[config.mk]
export PLATFORM = sky130hd
export DESIGN_NAME = regfile_writeback
export DESIGN_NICKNAME = d
export VERILOG_FILES = /design/src/rtl/regfile_writeback_pkg.sv /design/src/rtl/regfile_writeback_load_queue.sv /design/src/rtl/regfile_writeback.sv
export SDC_FILE = /design/constraint.sdc
export NUM_CORES = 1
export LEC_CHECK = 0
export CAP_MARGIN = 20
export CORE_MARGIN = 5
export CORE_UTILIZATION = 55
export CTS_BUF_LIST = sky130_fd_sc_hd__clkbuf_8
export DETAILED_ROUTE_END_ITERATION = 8
export GPL_ROUTABILITY_DRIVEN = 0
export PLACE_DENSITY = 0.83
export SYNTH_ARGS = -nofsm -noshare
export SYNTH_HDL_FRONTEND = slang
export SYNTH_SLANG_ARGS = --single-unit
[constraint.sdc]
create_clock -name clk -period 6.13 [get_ports clk]
set_input_delay 1.226 -clock clk [delete_from_list [all_inputs] [get_ports clk]]
set_output_delay 1.226 -clock clk [all_outputs]
set_load 0.02 [all_outputs]
[src/rtl/regfile_writeback_pkg.sv]
// Shared constants and types for the register-file write-back front end.
package regfile_writeback_pkg;

    localparam int XLEN     = 32;
    localparam int NREG     = 32;
    localparam int AW       = $clog2(NREG);
    localparam int LQ_DEPTH = 2;

    // One result headed for the register file: destination and value.
    typedef struct packed {
        logic [AW-1:0]   rd;
        logic [XLEN-1:0] data;
    } wb_result_t;

    // Source chosen for the write port in a given cycle.
    typedef enum logic [1:0] {
        SEL_NONE   = 2'd0,
        SEL_ALU    = 2'd1,
        SEL_QUEUE  = 2'd2,
        SEL_BYPASS = 2'd3
    } wb_sel_e;

    localparam wb_result_t RES_ZERO = '{rd: {AW{1'b0}}, data: {XLEN{1'b0}}};

endpackage

[src/rtl/regfile_writeback_load_queue.sv]
// Small synchronous FIFO holding load results that lost arbitration to the ALU.
module wb_load_queue
    import regfile_writeback_pkg::*;
#(
    parameter int DEPTH = LQ_DEPTH
)
(
    input  logic                     clk,
    input  logic                     rst_n,
    input  logic                     push_i,
    input  wb_result_t               push_data_i,
    input  logic                     pop_i,
    output wb_result_t               head_o,
    output logic                     empty_o,
    output logic [$clog2(DEPTH):0]   count_nxt_o
);

    localparam int PW = $clog2(DEPTH);
    localparam int CW = PW + 1;
    localparam logic [PW-1:0] PTR_ZERO = {PW{1'b0}};
    localparam logic [PW-1:0] PTR_ONE  = PW'(1);
    localparam logic [CW-1:0] CNT_ZERO = {CW{1'b0}};
    localparam logic [CW-1:0] CNT_ONE  = CW'(1);
    localparam logic [CW-1:0] CNT_FULL = CW'(DEPTH);

    wb_result_t      mem_q [DEPTH];
    logic [PW-1:0]   wr_ptr_q;
    logic [PW-1:0]   wr_ptr_d;
    logic [PW-1:0]   rd_ptr_q;
    logic [PW-1:0]   rd_ptr_d;
    logic [CW-1:0]   count_q;
    logic [CW-1:0]   count_d;
    logic            do_push_s;
    logic            do_pop_s;

    // Qualify push/pop against occupancy and compute next pointers and count.
    always_comb begin
        do_pop_s  = pop_i && (count_q != CNT_ZERO);
        do_push_s = push_i && ((count_q != CNT_FULL) || do_pop_s);
        wr_ptr_d  = do_push_s ? (wr_ptr_q + PTR_ONE) : wr_ptr_q;
        rd_ptr_d  = do_pop_s  ? (rd_ptr_q + PTR_ONE) : rd_ptr_q;
        case ({do_push_s, do_pop_s})
            2'b10:   count_d = count_q + CNT_ONE;
            2'b01:   count_d = count_q - CNT_ONE;
            default: count_d = count_q;
        endcase
    end

    // Pointer, count and storage registers; reset empties the queue.
    always_ff @(posedge clk) begin
        if (!rst_n) begin
            wr_ptr_q <= PTR_ZERO;
            rd_ptr_q <= PTR_ZERO;
            count_q  <= CNT_ZERO;
            for (int i = 0; i < DEPTH; i++) begin
                mem_q[i] <= RES_ZERO;
            end
        end else begin
            wr_ptr_q <= wr_ptr_d;
            rd_ptr_q <= rd_ptr_d;
            count_q  <= count_d;
            if (do_push_s) begin
                mem_q[wr_ptr_q] <= push_data_i;
            end else begin
                mem_q[wr_ptr_q] <= mem_q[wr_ptr_q];
            end
        end
    end

    assign head_o      = mem_q[rd_ptr_q];
    assign empty_o     = (count_q == CNT_ZERO);
    assign count_nxt_o = count_d;

endmodule

[src/rtl/regfile_writeback.sv]
// Write-side front end of the register file: arbitrates ALU and load results
// onto the single write port and tracks registers with loads in flight.
module regfile_writeback
    import regfile_writeback_pkg::*;
(
    input  logic            clk,
    input  logic            rst_n,
    input  logic            alu_valid,
    input  logic [AW-1:0]   alu_rd,
    input  logic [XLEN-1:0] alu_data,
    input  logic            lsu_valid,
    output logic            lsu_ready,
    input  logic [AW-1:0]   lsu_rd,
    input  logic [XLEN-1:0] lsu_data,
    input  logic            iss_load,
    input  logic [AW-1:0]   iss_rd,
    input  logic [AW-1:0]   rs1,
    input  logic [AW-1:0]   rs2,
    output logic            busy_rs1,
    output logic            busy_rs2,
    output logic            RegWrite,
    output logic [AW-1:0]   rd,
    output logic [XLEN-1:0] WriteData
);

    localparam int CW = $clog2(LQ_DEPTH) + 1;
    localparam logic [CW-1:0] CNT_FULL = CW'(LQ_DEPTH);
    localparam logic [AW-1:0] REG_ZERO = {AW{1'b0}};

    wb_result_t      alu_res_s;
    wb_result_t      lsu_res_s;
    wb_result_t      head_s;
    wb_result_t      sel_res_s;
    wb_sel_e         sel_s;
    logic            lsu_acc_s;
    logic            q_push_s;
    logic            q_pop_s;
    logic            q_empty_s;
    logic [CW-1:0]   q_count_nxt_s;

    logic            lsu_ready_q;
    logic            lsu_ready_d;
    logic            reg_write_q;
    logic            reg_write_d;
    logic [AW-1:0]   rd_q;
    logic [AW-1:0]   rd_d;
    logic [XLEN-1:0] wdata_q;
    logic [XLEN-1:0] wdata_d;
    logic [NREG-1:0] pending_q;
    logic [NREG-1:0] pending_d;

    assign alu_res_s = '{rd: alu_rd, data: alu_data};
    assign lsu_res_s = '{rd: lsu_rd, data: lsu_data};

    wb_load_queue #(
        .DEPTH       (LQ_DEPTH)
    ) u_load_queue (
        .clk         (clk),
        .rst_n       (rst_n),
        .push_i      (q_push_s),
        .push_data_i (lsu_res_s),
        .pop_i       (q_pop_s),
        .head_o      (head_s),
        .empty_o     (q_empty_s),
        .count_nxt_o (q_count_nxt_s)
    );

    // Arbitration: ALU first, then queued loads, then a direct load bypass.
    always_comb begin
        sel_s     = SEL_NONE;
        q_push_s  = 1'b0;
        q_pop_s   = 1'b0;
        lsu_acc_s = lsu_valid && lsu_ready_q;
        if (alu_valid) begin
            sel_s    = SEL_ALU;
            q_push_s = lsu_acc_s;
        end else if (!q_empty_s) begin
            sel_s    = SEL_QUEUE;
            q_pop_s  = 1'b1;
            q_push_s = lsu_acc_s;
        end else if (lsu_acc_s) begin
            sel_s    = SEL_BYPASS;
        end else begin
            sel_s    = SEL_NONE;
        end
    end

    // Result mux feeding the write-port registers.
    always_comb begin
        sel_res_s = RES_ZERO;
        case (sel_s)
            SEL_ALU:    sel_res_s = alu_res_s;
            SEL_QUEUE:  sel_res_s = head_s;
            SEL_BYPASS: sel_res_s = lsu_res_s;
            SEL_NONE:   sel_res_s = RES_ZERO;
            default:    sel_res_s = RES_ZERO;
        endcase
    end

    // Next write-port state; x0 results are consumed but never written.
    always_comb begin
        reg_write_d = (sel_s != SEL_NONE) && (sel_res_s.rd != REG_ZERO);
        rd_d        = (sel_s != SEL_NONE) ? sel_res_s.rd   : rd_q;
        wdata_d     = (sel_s != SEL_NONE) ? sel_res_s.data : wdata_q;
        lsu_ready_d = (q_count_nxt_s < CNT_FULL);
    end

    // Pending-load scoreboard: a selected load clears, a new issue sets (set wins).
    always_comb begin
        pending_d = pending_q;
        if ((sel_s == SEL_QUEUE) || (sel_s == SEL_BYPASS)) begin
            pending_d[sel_res_s.rd] = 1'b0;
        end else begin
            pending_d = pending_q;
        end
        if (iss_load && (iss_rd != REG_ZERO)) begin
            pending_d[iss_rd] = 1'b1;
        end else begin
            pending_d[0] = 1'b0;
        end
        pending_d[0] = 1'b0;
    end

    // Output, ready and scoreboard registers with synchronous reset.
    always_ff @(posedge clk) begin
        if (!rst_n) begin
            reg_write_q <= 1'b0;
            rd_q        <= REG_ZERO;
            wdata_q     <= {XLEN{1'b0}};
            lsu_ready_q <= 1'b0;
            pending_q   <= {NREG{1'b0}};
        end else begin
            reg_write_q <= reg_write_d;
            rd_q        <= rd_d;
            wdata_q     <= wdata_d;
            lsu_ready_q <= lsu_ready_d;
            pending_q   <= pending_d;
        end
    end

    assign RegWrite  = reg_write_q;
    assign rd        = rd_q;
    assign WriteData = wdata_q;
    assign lsu_ready = lsu_ready_q;
    assign busy_rs1  = pending_q[rs1] && (rs1 != REG_ZERO);
    assign busy_rs2  = pending_q[rs2] && (rs2 != REG_ZERO);

endmodule
==> results of run 1 <==
## sequential cells by signal, indices dropped and copies added, names as in the netlist, named ones only
register               flops
u_load_queue.wr_ptr_q      1
u_load_queue.rd_ptr_q      1
pending_q                 31
u_load_queue.count_q       2
RegWrite                   1
lsu_ready                  1
rd                         5
WriteData                 32
u_load_queue.mem_q        74
## cells in the final DEF, fill, tap and decap left out, types with 16 or more instances in the layout
| master | netlist | final |
|---|---|---|
| a21oi_1 | 63 | 63 |
| and2_1 | 77 | 77 |
| o21a_1 | 33 | 33 |
| nor2_1 | 87 | 85 |
| mux4_2 | 16 | 16 |
| a22oi_1 | 32 | 32 |
| dfxtp_1 | 75 | 74 |
| mux2i_1 | 40 | 40 |
| a311oi_1 | 19 | 19 |
| clkdlybuf4s50_1 | 0 | 133 |
| edfxtp_1 | 74 | 74 |
| clkbuf_8 | 0 | 18 |
| nand2_1 | 33 | 33 |
## routing by layer
metal  share of wire (%)  GRT usage (%)  vias up
li1                    -              -     2834
met1                  40          29.75     2881
met2                  49          38.97      306
met3                 8.5          6.562       40
met4                 2.1          7.697        0
met5                   0              0        -
## metrics by stage
stage	setup slack, ns	instances	hold slack, ns	area, um2
floorplan	1.262	702	0.4529	7393
global placement	1.049	971	0.4445	8827
detailed placement	0.9966	973	0.4572	8875
CTS	0.9856	1005	0.4678	9245
global route	0.8836	1007	0.5003	9276
finish	1.018	1007	0.4656	9276
## synth_stat cells (8+ instances only)
master and number:
nand2b_1 8, and2_1 77, o21ai_0 14, clkbuf_1 29, mux4_2 16, a22oi_1 32
nor3_1 12, nor2_1 87, a21oi_1 63, o21a_1 33, nand2_1 33, mux2i_1 40
dfxtp_1 75, buf_2 12, edfxtp_1 74, a311oi_1 19
## worst paths after layout
kind,start,endpoint,slack [ns],cells after the start
min,rd[0]$_SDFFE_PN0P_,rd[0]$_SDFFE_PN0P_,0.47,2
min reg2reg,rd[0]$_SDFFE_PN0P_,rd[0]$_SDFFE_PN0P_,0.47,2
max,rs2[0],busy_rs2,1.02,5
max reg2reg,u_load_queue.count_q[1]$_SDFF_PN0_,u_load_queue.mem_q[1][7]$_SDFFCE_PN0P_,3.76,4
## power by group through the flow
| stage | Sequential [W] | Clock (W) | Combinational (W) |
|---|---|---|---|
| global placement | 0.00114 | 0 | 0.000316 |
| global route | 0.00112 | 0.000770 | 0.000360 |
| CTS | 0.00111 | 0.000724 | 0.000332 |
| detailed placement | 0.00114 | 0 | 0.000330 |
| finish | 0.00111 | 0.000717 | 0.000334 |
| floorplan | 0.00115 | 0 | 0.000161 |
## final cells by class
type,instances,area (um2)
sequential,149,3725
tap,176,220.2
inverter,4,15.01
fill,955,3914
clock inverter,14,122.6
multi-input combinational,501,3478
clock buffer,18,247.7
timing repair buffer,145,1468
## cells by family (layout without fill, tap and decap cells)
| family | Yosys count | count (layout) | share of synthesized area, % |
|---|---|---|---|
| XOR/XNOR | 4 | 4 | 0.4739 |
| AND/OR/NAND/NOR | 246 | 246 | 17.18 |
| buffers and inverters | 52 | 181 | 3.198 |
| multiplexers | 60 | 60 | 10.93 |
| AO/OA/AOI/OAI | 191 | 191 | 17.85 |
| flip-flops | 149 | 149 | 50.36 |
## critical path: cells and delay by family
kind | cells | cell delay (ns)
muxes | 3 | 1.32
buffers and inverters | 2 | 1.34
==> results.cfg, run 1 <==
[synthesis]
synth_edf_count = 74
synth_area_leaders = edfxtp_1 30%, dfxtp_1 20%, and2_1 6.5%
avgSynthCellArea_um2 = 10.53
synth-seq-cells = 149
syn_nets = 796
synth_area_um2 = 7393
syn_inst = 702
ys_types = 56
synth-main-ff-cell = dfxtp_1
synth_top_cell_area_share_pct = 30.06
ys_warn_count = 0
seq_area_frac_synth_pct = 50.36
synth_top_cell_by_area = edfxtp_1
synth-async-reset-ratio_pct = 0

[placement]
io_buffers = 134
hpwl_mm = 13.11

[clock_network]
ctsLongestPathBuffers = 2
cts_made_buffers = 17
cts_setup_buffers = 0
cts_resized = 0
cts_tree = built
clkTransAtPathRegs_ns = 0.07
htreeDepth = 4
cts.sinks = 149
insertion_delay_ns = 0.45
root_buffer = clkbuf_8
hold_buffers = 0

[pwr]
p_clk_share_pct = 33.1
power.total_w = 0.002165
peakVddDrop_uv = 152.4
power.internal_w = 0.001613
seq_power_share_pct = 51.5
swShare_pct = 25.51
comb_power_share_pct = 15.4
p_switching_w = 0.0005524
powerDensity_nw_per_um2 = 233.4
power.leakage_nw = 3.156

[global_route]
antenna_found_initial = 0
grt_pass1_wl_mm = 30.64
grt_pass1_vias = 6173
track_usage_pct = 23.45
globalRouteOverflowTotal = 0
grt_max_degree = 65

[setup_path]
crit_chain = clkdlybuf4s50_1 -> mux4_2 -> mux4_2 -> mux2_2 -> clkdlybuf4s50_1
worst_setup_path_start_kind = input pin
critPathMaxFanout = 9
cpMaxStageDelayCell = clkdlybuf4s50_1
critical_path_class = in -> out
cp-end-kind = primary output
cp_slowest_stage_delay_ns = 0.80
crit_required_ns = 4.90
arrival_ns = 3.89

[final_layout]
layout-drive-gt1-share_pct = 9.627
fin_nets = 912
fin_util_pct = 70.33
area_growth_pct = 25.47
diodes = 0

[die]
initial_core_util_pct = 56.05
std_cell_rows = 42
core_um2 = 13190
die_w_um = 125.9
die_y_um = 125.9
ios = 135
die_area_um2 = 15860

[route]
drt-wirelength-per-cell_um = 18.37
drc = 0
via_count = 6061
post_drt_via_cell_ratio = 6.019
drt_iter0_markers = 522
routed_wl_mm = 18.50
drt_pre_antenna_iters = 6
drtAntennaViolNets = 0

[sta]
hold_violations = 0
period_share_pct = 83.40
fin_setup_tns_ns = 0
rsz0062_at_grt = false
timing.final.crit_period_ns = 5.113
final-max-slew-violation-count = 0
setup_viol = 0
tightest_slew_ns = 0.9324
final.setup_skew_ns = 0.01148
max_freq_mhz = 195.6
slew_headroom_pct = 37.71

[outcome]
status = finished, final reports clean

[worst_hold_path]
holdCritPathClass = reg -> reg

[flow_run]
max-cap-violations = 0
(Power assumes the default switching activity.)
==> inputs of run 2 (changes only) <==
- clock period: 6.13 -> 5 ns (I/O delays scaled with it)
==> results.cfg, run 2 (synthesis results as in run 1) <==
[sta]
max_freq_mhz = 214.2
hold_violations = 0
period_share_pct = 93.38
rsz0062_at_grt = false
final-max-slew-violation-count = 0
fin_setup_tns_ns = 0
tightest_slew_ns = 0.9381
setup_ws_ns = 0.3308
whs_ns = 0.4669
setup_viol = 0
slew_headroom_pct = 37.33
timing.final.crit_period_ns = 4.669
final.setup_skew_ns = 0.01426

[pwr]
powerDensity_nw_per_um2 = 298.4
power.total_w = 0.002782
peakVddDrop_uv = 159.3
power.leakage_nw = 3.164

[final_layout]
largest_register = u_load_queue.mem_q
layout-drive-gt1-share_pct = 10.10
area_growth_pct = 26.06
largest_reg_flops = 74
most-common-layout-cells = 133 x clkdlybuf4s50_1, 85 x nor2_1, 77 x and2_1, 74 x dfxtp_1, 74 x edfxtp_1
diodes = 0
fin_nets = 913
final_common_cell = clkdlybuf4s50_1

[route]
drt_iter0_markers = 600
post_drt_via_cell_ratio = 5.996
drtAntennaViolNets = 0
via_count = 6044
routed_wl_mm = 18.95
drt_pre_antenna_iters = 5
drt-wirelength-per-cell_um = 18.79
drc = 0

[setup_path]
crit_chain = clkdlybuf4s50_1 -> mux4_2 -> mux4_2 -> mux2_2 -> clkdlybuf4s50_1
rr_worst_depth = 3
cp_slowest_stage_delay_ns = 0.81
cpMaxStageDelayCell = clkdlybuf4s50_1
r2r-start = u_load_queue.count_q[0]$_SDFFE_PN0N_
cpLargestDelayFamily = buffers and inverters
rrSetupSlack_ns = 2.53
crit_required_ns = 4.00
arrival_ns = 3.67
path_buf_inv = 2
r2r-end = u_load_queue.mem_q[1][17]$_SDFFCE_PN0P_
critical_path_class = in -> out
worst_setup_path_start_kind = input pin
cp-end-kind = primary output
critPathMaxFanout = 9

[clock_network]
cts_resized = 0
root_buffer = clkbuf_8
clkTransAtPathRegs_ns = 0.08
htreeDepth = 4
cts_made_buffers = 17
cts_tree = built
hold_buffers = 0
insertion_delay_ns = 0.45
ctsLongestPathBuffers = 2
cts_setup_buffers = 0
cts.sinks = 149

[global_route]
grt_pass1_wl_mm = 30.70
antenna_found_initial = 0
globalRouteOverflowTotal = 0
grt_pass1_vias = 6117
track_usage_pct = 23.87
grt_max_degree = 64

[worst_hold_path]
min_from = rd[4]$_SDFFE_PN0P_
holdCritPathClass = reg -> reg
hold-path-cell-count = 2
holdPathEnd = rd[4]$_SDFFE_PN0P_

[outcome]
status = finished, final reports clean

[die]
die_area_um2 = 15860
die_w_um = 125.9
std_cell_rows = 42
core_um2 = 13190
ios = 135
initial_core_util_pct = 56.05
die_y_um = 125.9

[placement]
io_buffers = 134
pre_cts_ws_ns = 0.3154
hpwl_mm = 13.47

[flow_run]
max-cap-violations = 0
[run 2: through the flow]
stage | util, % | instance area (um2) | instances
floorplan | - | 7393 | 702
global placement | 67.04 | 8842 | 973
detailed placement | 67.19 | 8862 | 974
CTS | 70.46 | 9294 | 1006
global route | 70.66 | 9320 | 1008
finish | 70.66 | 9320 | 1008
[run 2: report_power, final]
group / internal (W) / switching (W) / total [W]
sequential: 0.00134 / 0.0000303 / 0.00137
clock: 0.000552 / 0.000453 / 0.00100
combinational: 0.000195 / 0.000214 / 0.000409
total: 0.00208 / 0.000697 / 0.00278
[run 2: worst max path at each step]
stage,start,depth (start not counted),endpoint
2_1_floorplan,alu_valid,4,u_load_queue.mem_q[1][0]$_SDFFCE_PN0P_
3_3_place_gp,rs1[0],5,busy_rs1
3_5_place_dp,rs1[0],5,busy_rs1
4_1_cts,rs1[0],5,busy_rs1
5_1_grt,rs1[0],5,busy_rs1
6_report,rs1[0],5,busy_rs1
[run 2: cell type report]
class                      instances  area, um2
clock buffer                      18      247.7
clock inverter                    14      183.9
fill                             978       3870
inverter                           4      15.01
multi-input combinational        501       3478
sequential                       149       3725
tap                              176      220.2
timing repair buffer             146       1450
[run 2: per-layer routing]
layer	track usage, %	wire length, um	part of all wire, %	vias to the layer above
met1	29.08	7646	40	2902
met5	0	0	0	-
met4	10.91	524	2.8	0
met3	6.859	1480	7.8	48
li1	-	-	-	2836
met2	39.37	9294	49	258
[run 2: worst reg2reg max path: cells and delay by family, from the launching register on]
family,cells,cell delay [ns]
compound gates,2,1.14
flops,1,0.64
buf+inv,1,0.38
